`src/rtl/alu_exec_unit.sv`:
```
// EX-stage ALU: RV32I ALU/branch decode + execute, with an iterative
// M-extension multiply/divide unit that stalls the pipe via busy/in_ready.
//
// Ports:
//   clk, rst           rising-edge clock, async active-high reset
//   in_valid/in_ready  operation handshake (in_ready = !busy)
//   alu_op, funct7,
//   funct3             decode inputs
//   op_a, op_b         rs1 / rs2-or-immediate operands
//   flush              drop presented op, abort in-flight MDU op
//   out_valid          one-cycle pulse: result/flags valid
//   result             result, held between pulses
//   branch_taken       compare outcome for alu_op=01
//   illegal_op         undecodable combination
//   busy               iterative op in flight
module alu_exec_unit #(
  parameter int XLEN   = 32,
  parameter bit EN_MDU = 1'b1
) (
  input  logic            clk,
  input  logic            rst,
  input  logic            in_valid,
  output logic            in_ready,
  input  logic [1:0]      alu_op,
  input  logic [6:0]      funct7,
  input  logic [2:0]      funct3,
  input  logic [XLEN-1:0] op_a,
  input  logic [XLEN-1:0] op_b,
  input  logic            flush,
  output logic            out_valid,
  output logic [XLEN-1:0] result,
  output logic            branch_taken,
  output logic            illegal_op,
  output logic            busy
);

  localparam int SW = $clog2(XLEN);

  typedef enum logic [1:0] {
    IDLE, LOAD, ITER, FIX
  } state_t;

  typedef enum logic [3:0] {
    OP_ADD, OP_SUB, OP_SLL, OP_SLT,
    OP_SLTU, OP_XOR, OP_SRL, OP_SRA,
    OP_OR, OP_AND, OP_BR, OP_MDU,
    OP_ILL
  } op_t;

  function automatic op_t base_op(
    input logic [2:0] f3
  );
    op_t o;
    unique case (f3)
      3'b000:  o = OP_ADD;
      3'b001:  o = OP_SLL;
      3'b010:  o = OP_SLT;
      3'b011:  o = OP_SLTU;
      3'b100:  o = OP_XOR;
      3'b101:  o = OP_SRL;
      3'b110:  o = OP_OR;
      default: o = OP_AND;
    endcase
    return o;
  endfunction

  state_t state_q, state_d;
  op_t    op;

  logic            accept;
  logic [XLEN-1:0] alu_res;
  logic            taken;
  logic [SW-1:0]   shamt;

  // MDU datapath
  logic [2:0]      kind;
  logic [XLEN-1:0] a_raw, b_raw;
  logic [XLEN-1:0] hi, lo, m;
  logic [SW-1:0]   cnt;
  logic            neg_p, neg_r, b_zero;

  logic            a_sgn, b_sgn, a_neg, b_neg;
  logic [XLEN-1:0] a_mag, b_mag;
  logic [XLEN:0]   mul_sum, div_r, div_d;
  logic [2*XLEN-1:0] prod, prod_fix;
  logic [XLEN-1:0] quo, rem, mdu_res;

  assign busy     = (state_q != IDLE);
  assign in_ready = ~busy;
  assign accept   = in_valid & in_ready & ~flush;
  assign shamt    = op_b[SW-1:0];

  always_comb begin
    op = OP_ILL;
    unique case (alu_op)
      2'b00: op = OP_ADD;
      2'b01: begin
        if (funct3[2:1] != 2'b01)
          op = OP_BR;
      end
      2'b10: begin
        unique case (funct7)
          7'b0000000: op = base_op(funct3);
          7'b0100000: begin
            if (funct3 == 3'b000)
              op = OP_SUB;
            else if (funct3 == 3'b101)
              op = OP_SRA;
          end
          7'b0000001: begin
            if (EN_MDU)
              op = OP_MDU;
          end
          default: op = OP_ILL;
        endcase
      end
      default: begin
        op = base_op(funct3);
        if (funct3 == 3'b001 &&
            funct7 != 7'b0000000)
          op = OP_ILL;
        if (funct3 == 3'b101) begin
          if (funct7 == 7'b0000000)
            op = OP_SRL;
          else if (funct7 == 7'b0100000)
            op = OP_SRA;
          else
            op = OP_ILL;
        end
      end
    endcase
  end

  always_comb begin
    alu_res = '0;
    unique case (op)
      OP_ADD:  alu_res = op_a + op_b;
      OP_SUB,
      OP_BR:   alu_res = op_a - op_b;
      OP_SLL:  alu_res = op_a << shamt;
      OP_SLT:  alu_res = {{(XLEN-1){1'b0}},
                 $signed(op_a) < $signed(op_b)};
      OP_SLTU: alu_res = {{(XLEN-1){1'b0}},
                 op_a < op_b};
      OP_XOR:  alu_res = op_a ^ op_b;
      OP_SRL:  alu_res = op_a >> shamt;
      OP_SRA:  alu_res = $signed(op_a) >>> shamt;
      OP_OR:   alu_res = op_a | op_b;
      OP_AND:  alu_res = op_a & op_b;
      default: alu_res = '0;
    endcase
  end

  always_comb begin
    logic eq, lt, ltu;
    eq    = (op_a == op_b);
    lt    = $signed(op_a) < $signed(op_b);
    ltu   = op_a < op_b;
    taken = 1'b0;
    unique case (funct3)
      3'b000:  taken = eq;
      3'b001:  taken = ~eq;
      3'b100:  taken = lt;
      3'b101:  taken = ~lt;
      3'b110:  taken = ltu;
      3'b111:  taken = ~ltu;
      default: taken = 1'b0;
    endcase
    if (op != OP_BR)
      taken = 1'b0;
  end

  // Operand signedness by funct3: MULHU, DIVU, REMU unsigned;
  // MULHSU has only rs1 signed.
  assign a_sgn = ~(kind[0] & (kind[1] | kind[2]));
  assign b_sgn = a_sgn & (kind != 3'b010);
  assign a_neg = a_sgn & a_raw[XLEN-1];
  assign b_neg = b_sgn & b_raw[XLEN-1];
  assign a_mag = a_neg ? -a_raw : a_raw;
  assign b_mag = b_neg ? -b_raw : b_raw;

  // Multiply: {hi,lo} shifts right, lo holds the multiplier.
  // Divide: hi is the partial remainder, lo the dividend/quotient.
  assign mul_sum = {1'b0, hi} +
                   (lo[0] ? {1'b0, m} : '0);
  assign div_r   = {hi, lo[XLEN-1]};
  assign div_d   = div_r - {1'b0, m};

  assign prod     = {hi, lo};
  assign prod_fix = neg_p ? -prod : prod;
  assign quo      = b_zero ? '1 :
                    (neg_p ? -lo : lo);
  assign rem      = neg_r ? -hi : hi;

  always_comb begin
    mdu_res = rem;
    unique case (kind)
      3'b000:  mdu_res = prod_fix[XLEN-1:0];
      3'b001,
      3'b010,
      3'b011:  mdu_res = prod_fix[2*XLEN-1:XLEN];
      3'b100,
      3'b101:  mdu_res = quo;
      default: mdu_res = rem;
    endcase
  end

  always_comb begin
    state_d = state_q;
    unique case (state_q)
      IDLE: begin
        if (accept && op == OP_MDU)
          state_d = LOAD;
      end
      LOAD: state_d = ITER;
      ITER: begin
        if (cnt == '0)
          state_d = FIX;
      end
      default: state_d = IDLE;
    endcase
    if (flush)
      state_d = IDLE;
  end

  always_ff @(posedge clk or posedge rst) begin
    if (rst)
      state_q <= IDLE;
    else
      state_q <= state_d;
  end

  always_ff @(posedge clk or posedge rst) begin
    if (rst) begin
      kind   <= '0;
      a_raw  <= '0;
      b_raw  <= '0;
      hi     <= '0;
      lo     <= '0;
      m      <= '0;
      cnt    <= '0;
      neg_p  <= 1'b0;
      neg_r  <= 1'b0;
      b_zero <= 1'b0;
    end else begin
      unique case (state_q)
        IDLE: begin
          if (accept) begin
            kind  <= funct3;
            a_raw <= op_a;
            b_raw <= op_b;
          end
        end
        LOAD: begin
          neg_p  <= a_neg ^ b_neg;
          neg_r  <= a_neg;
          b_zero <= (b_raw == '0);
          hi     <= '0;
          lo     <= kind[2] ? a_mag : b_mag;
          m      <= kind[2] ? b_mag : a_mag;
          cnt    <= SW'(XLEN-1);
        end
        ITER: begin
          cnt <= cnt - 1'b1;
          if (!kind[2]) begin
            {hi, lo} <= {mul_sum,
                         lo[XLEN-1:1]};
          end else if (!div_d[XLEN]) begin
            hi <= div_d[XLEN-1:0];
            lo <= {lo[XLEN-2:0], 1'b1};
          end else begin
            hi <= div_r[XLEN-1:0];
            lo <= {lo[XLEN-2:0], 1'b0};
          end
        end
        default: ;
      endcase
    end
  end

  always_ff @(posedge clk or posedge rst) begin
    if (rst) begin
      out_valid    <= 1'b0;
      result       <= '0;
      branch_taken <= 1'b0;
      illegal_op   <= 1'b0;
    end else begin
      out_valid    <= 1'b0;
      branch_taken <= 1'b0;
      illegal_op   <= 1'b0;
      if (accept && op != OP_MDU) begin
        out_valid    <= 1'b1;
        result       <= alu_res;
        branch_taken <= taken;
        illegal_op   <= (op == OP_ILL);
      end else if (state_q == FIX &&
                   !flush) begin
        out_valid <= 1'b1;
        result    <= mdu_res;
      end
    end
  end

endmodule

```
`config.mk`:
```
export PLATFORM = sky130hd
export DESIGN_NAME = alu_exec_unit
export DESIGN_NICKNAME = d
export VERILOG_FILES = /design/src/rtl/alu_exec_unit.sv
export SDC_FILE = /design/constraint.sdc
export NUM_CORES = 2
export LEC_CHECK = 0
export BUFFER_PORTS_ARGS = -buffer_cell sky130_fd_sc_hd__buf_4
export CAP_MARGIN = 25
export CORE_MARGIN = 3
export CORE_UTILIZATION = 35
export CTS_CLUSTER_DIAMETER = 60
export CTS_CLUSTER_SIZE = 14
export DETAILED_ROUTE_END_ITERATION = 7
export PLACE_DENSITY_LB_ADDON = 0.1
export SETUP_SLACK_MARGIN = 0.15
export SYNTH_ARGS = -nofsm -noshare
export SYNTH_HDL_FRONTEND = slang
export SYNTH_SLANG_ARGS = --single-unit
```
`constraint.sdc`:
```
create_clock -name clk -period 10.8 [get_ports clk]
set_input_delay 0.54 -clock clk [delete_from_list [all_inputs] [get_ports clk]]
set_output_delay 0.54 -clock clk [all_outputs]
set_load 0.01 [all_outputs]
```
# After elaboration in Yosys (flattened, before gate mapping)
# Cells that the tools add are included.
# totals
mem_bits_rw,0
elab_cells,148
inputBits,80
reg_bits,208
out_inout_bits,37
latch_bits,0
n_memories,0
romBits,0
# classes
div,0
shifts,3
addsub,10
n_mux,41
n_reduce_logical,22
magnitude_cmp,2
n_mul,0
n_bitwise,17
eq_ne,38
# op_table
op,count
two-way mux 32 bit,13
case mux 32 bit (10 select lines),1
negator 32 bit,4
case mux 32 bit (2 select lines),2
case mux 32 bit (3 select lines),1
less-than comparator 32 bit,2
two-way mux 64 bit,1
negator 64 bit,1
adder 32 x 32 -> 33 bit,1
subtractor 33 x 32 -> 33 bit,1
adder 32 bit,1
bitwise AND 32 bit,1
equality test 32 bit,1
zero test 32 bit,1
bitwise OR 32 bit,1
<< shifter 32 x 5 -> 32 bit,1
>> shifter 32 x 5 -> 32 bit,1
>>> shifter 32 x 5 -> 32 bit,1
subtractor 32 bit,1
bitwise XOR 32 bit,1
case mux 4 bit (7 select lines),1
two-way mux 4 bit,6
case mux 4 bit (3 select lines),2
case mux 4 bit (6 select lines),1
38 further kinds,86

# Depth between registers and ports, before layout
# logic_depth
depth_word,10
mapped_depth,17
depth_no_buf,14

# Worst setup path before layout
# No wires, ideal clock.
# synth_path
path_kind,input -> register
from,in op_b[2]
to,reg result[0]
setup_slack_ps,6157
n_path_buf,5
path_stages,17
required_ps,10665
setup_ps,135
arrival_ps,4509
cell_sequence,clkbuf_1 inv_1 clkbuf_1 buf_1 clkbuf_1 ha_1 clkbuf_1 nand2b_1 a221oi_1 o211ai_1 a21oi_1 a21o_1 a21oi_1 o31ai_1 a221oi_1 nor4_1 o22ai_1
# synth_via
elab_chain_len,3
word_cells_on_any_way,7
classes_between,order compare (2); shift (3); mux (2)
# synth_rtl
item,line,source
"start, declared",28,"input logic [XLEN-1:0] op_b,"
"less-than comparator 32 bit, or another cell as far along",144,op_a < op_b};
case mux 32 bit (10 select lines) (*),136,unique case (op)
two-way mux 32 bit (*),291,if (accept && op != OP_MDU) begin
"end signal, assigned",293,result <= alu_res;
"end signal, assigned",299,result <= mdu_res;
"end, declared",31,"output logic [XLEN-1:0] result,"
# Every way passes the cells marked *; elsewhere a longest branch is shown, timed or not.
# A chain may end at the register's enable or synchronous reset.

# Final worst setup path
# layout_path
from,reg hi[1]
to,reg result[28]
# layout_via
elab_chain_len,5
word_cells_on_any_way,7
classes_between,add/sub (2); mux (5)
# layout_rtl
item,line,source
"start, declared",78,"logic [XLEN-1:0] hi, lo, m;"
"start signal, assigned",266,"{hi, lo} <= {mul_sum,"
"start signal, assigned",269,hi <= div_d[XLEN-1:0];
"start signal, assigned",272,hi <= div_r[XLEN-1:0];
negator 64 bit / negator 32 bit (equally long branches),"190, 193",
two-way mux 64 bit / two-way mux 32 bit (equally long branches),"190, 193",
case mux 32 bit (3 select lines) (*),197,unique case (kind)
two-way mux 32 bit (*),296,end else if (state_q == FIX &&
two-way mux 32 bit (*),291,
# Every way passes the cells marked *; elsewhere a longest branch is shown, timed or not. The select of a mux whose other input is x is not followed.

==> impl_metrics.toml <==
[placement]
place.gp.congestion = 1.001
port-buffer-count = 116
dp_slack_ns = 5.753
place_hpwl_microns = 98740
placedCellCount = 4298
dpl-instance-area_sq_um = 27650

[sta]
tightest_slew_ns = 1.078
final_hold_viol_count = 0
fin_hold_ws_ns = 0.06078
rsz0062_at_grt = "no"
fin_skew_ns = 0.02627
max_freq_mhz = 216.5
slew_headroom_pct = 26.26
setup_tns_ns = 0
period_needed_ns = 4.619
layout_worst_path_cycle_share_pct = 42.77
drv_slew = 0
fin_ws_ns = 6.181
setup_viol = 0

[synth]
syn_area_per_cell_sq_um = 7.630
synth-edff-count = 0
synth_common_cells = "409 x nor2_1, 289 x nand2_1, 282 x o21ai_0, 275 x a21oi_1, 208 x dfrtp_1"
synth.most_common_cell = "nor2_1"
synth.largest_area_cell = "dfrtp_1"
async_flop_share_pct = 100.0
yosysTopAreaCellShare_pct = 19.98
synth_cell_types = 87
syn_area_sq_um = 26060
ys_ff_latch = 208
seq_area_frac_synth_pct = 19.98
ys_warn_count = 0
postSynthCellCount = 3415
ys.flop_type = "dfrtp_1"
synthesis.nets = 3671
yosys-top-cells-area = "dfrtp_1 20%, ha_1 8.3%, mux4_2 6.8%"

[clock_network]
clk_latency_ns = 0.60
clk_pin_slew_ns = 0.06
post-cts-setup-buffers = 0
cts_made_buffers = 28
cts_root_buf = "clkbuf_16"
htreeDepth = 1
cts-resized-gates = 0
tritoncts = "built"
ctsHoldBuffers = 0
clock_path_buffers = 3
numClockSinks = 208

[setup_path]
worstSetupStartpointType = "flop"
cp.required_ns = 11.24
critPathLaunch = "hi[1]"
r2r_cells = 12
cp_slowest_stage_delay_ns = 0.67
crit-reg2reg-capture = "result[28]"
worst-path-max-fanout = 7
end_kind = "flop"
crit_chain = "inv_1, ha_1, or3b_2, or3_1, nor3_1, nand4_1, or2_1, o21ai_0, xor2_1, a222oi_1, o21ai_0, a21oi_1"
reg2reg_slack_ns = 6.18
crit_top_cell = "o21ai_0"
criticalPathCategory = "flop to flop"
arrival_ns = 5.06
reg2reg_from = "hi[1]"
cp_slowest_cell = "nor3_1"

[power_and_ir_drop]
pwr-share-seq_pct = 22.2
p_clk_share_pct = 13.1
power_frac_comb_pct = 64.7
ir_drop_uv = 141.2
p_per_area_nw_per_um2 = 263.2
intPower_w = 0.003523
power.switching_w = 0.004022
switching_share_pct = 53.31
p_leak_nw = 12.05

[detailed_routing]
drtAntennaViolNets = 0
totalWireLength_microns = 127500
avgRoutedWirePerCell_microns = 29.30
first_pass_iters = 6
drt_iter0_drc = 3341
route.vias.total = 27610
drc = 0
via_per_inst = 6.342

[job]
cap_violations = 0

[final_layout]
final_cell_area_sq_um = 28670
layoutNonFillerInstCount = 4353
final_nets = 3628
area_delta_synth_final_pct = 10.02
layout-drive-gt1-share_pct = 10.93

[floorplan]
die_w_microns = 278.9
design.core.area_sq_um = 73330
start_util_pct = 35.53
row_count = 99
boundaryPins = 117
die_area_sq_um = 77760
die_h_microns = 278.9

[global_route]
grt_usage_pct = 31.60
grt_pass1_vias = 26480
antenna_found_initial = 2
overflow = 0
grt_pass1_wl_microns = 185200
grt_max_degree = 87

[hold_path]
min_path_type = "primary input to asynchronous set/reset pin"

[outcome]
outcome = "finished, final reports clean"
[registers in the layout, summed over array words and instances, names as in the netlist, 3 cells and up]
register  count
a_raw        32
b_raw        32
cnt           5
hi           32
kind          3
lo           32
m            32
result       32
[worst max path at each step]
stage	endpoint
finish	result[28]
detailed placement	result[31]
CTS	result[28]
global placement	result[31]
global route	result[31]
floorplan	a_raw[0]
[power groups by stage]
stage | Clock [W] | Sequential [W] | Combinational, W
2_1_floorplan | 0 | 0.00141 | 0.00343
3_3_place_gp | 0 | 0.00166 | 0.00475
3_5_place_dp | 0 | 0.00167 | 0.00479
4_1_cts | 0.00101 | 0.00166 | 0.00482
5_1_grt | 0.00104 | 0.00171 | 0.00529
6_report | 0.000991 | 0.00167 | 0.00488
[layout by cell type (no fill, tap or decap), types with 28 or more instances in the layout]
cell type    n
a31oi_1     41
a21oi_1    275
nand2_1    289
o22ai_1     63
mux2i_1     88
nor2_1     406
nor3_1      80
ha_1       170
nand3_1     43
buf_4      161
dfrtp_1    206
xnor2_1    141
xor2_1      76
clkbuf_16   28
a21o_1      40
mux4_2      79
o21ai_0    282
inv_1      181
o31ai_1     50
o211ai_1    42
nor4_1      33
nand2b_1    44
a211oi_1    51
or3_1       29
[kinds of logic (layout without fill, tap and decap cells)]
logic type / count (synthesis) / count (layout) / share of synthesized area (%)
compound gates: 1123 / 1123 / 27.91
xor+xnor: 217 / 217 / 7.294
fa+ha+maj: 176 / 176 / 8.567
buf+inv: 429 / 407 / 6.276
flops: 208 / 208 / 19.98
mux: 189 / 189 / 11.16
other cells: 0 / 1 / 0
simple gates: 1073 / 1073 / 18.81
[routing by layer]
layer / global-route usage [%] / part of all wire, %
met5: 0 / 0.024
met4: 15.85 / 6.0
met1: 41.01 / 42
met2: 52.63 / 46
met3: 3.018 / 5.9
[stage by stage]
step	total power, W	utilization [%]
after CTS	0.007497	39.03
after detailed placement	0.006466	37.71
after global routing	0.008046	39.09
final	0.007545	39.09
after global placement	0.006411	37.66
after floorplan	0.004839	-
[final cells by class]
class / count / area [sq um]
clock inverters: 21 / 247.7
fillers: 7652 / 44660
clock buffers: 30 / 718.2
well taps: 959 / 1200
diodes: 1 / 2.502
flip-flops and latches: 208 / 5207
multi-input cells: 2778 / 19280
repair buffers: 166 / 1285
inverters: 190 / 721.9
[worst max-delay path: cells and delay by family (launching register included)]
| kind | cells | cell delay, ns |
|---|---|---|
| and+or+nand+nor | 5 | 2.41 |
| AOI/OAI and AO/OA | 4 | 1.10 |
| DFF | 1 | 0.47 |
| adders and majority gates | 1 | 0.18 |
| buffers and inverters | 1 | 0.16 |
| xor gates and xnor gates | 1 | 0.16 |
(Power assumes the default switching activity.)
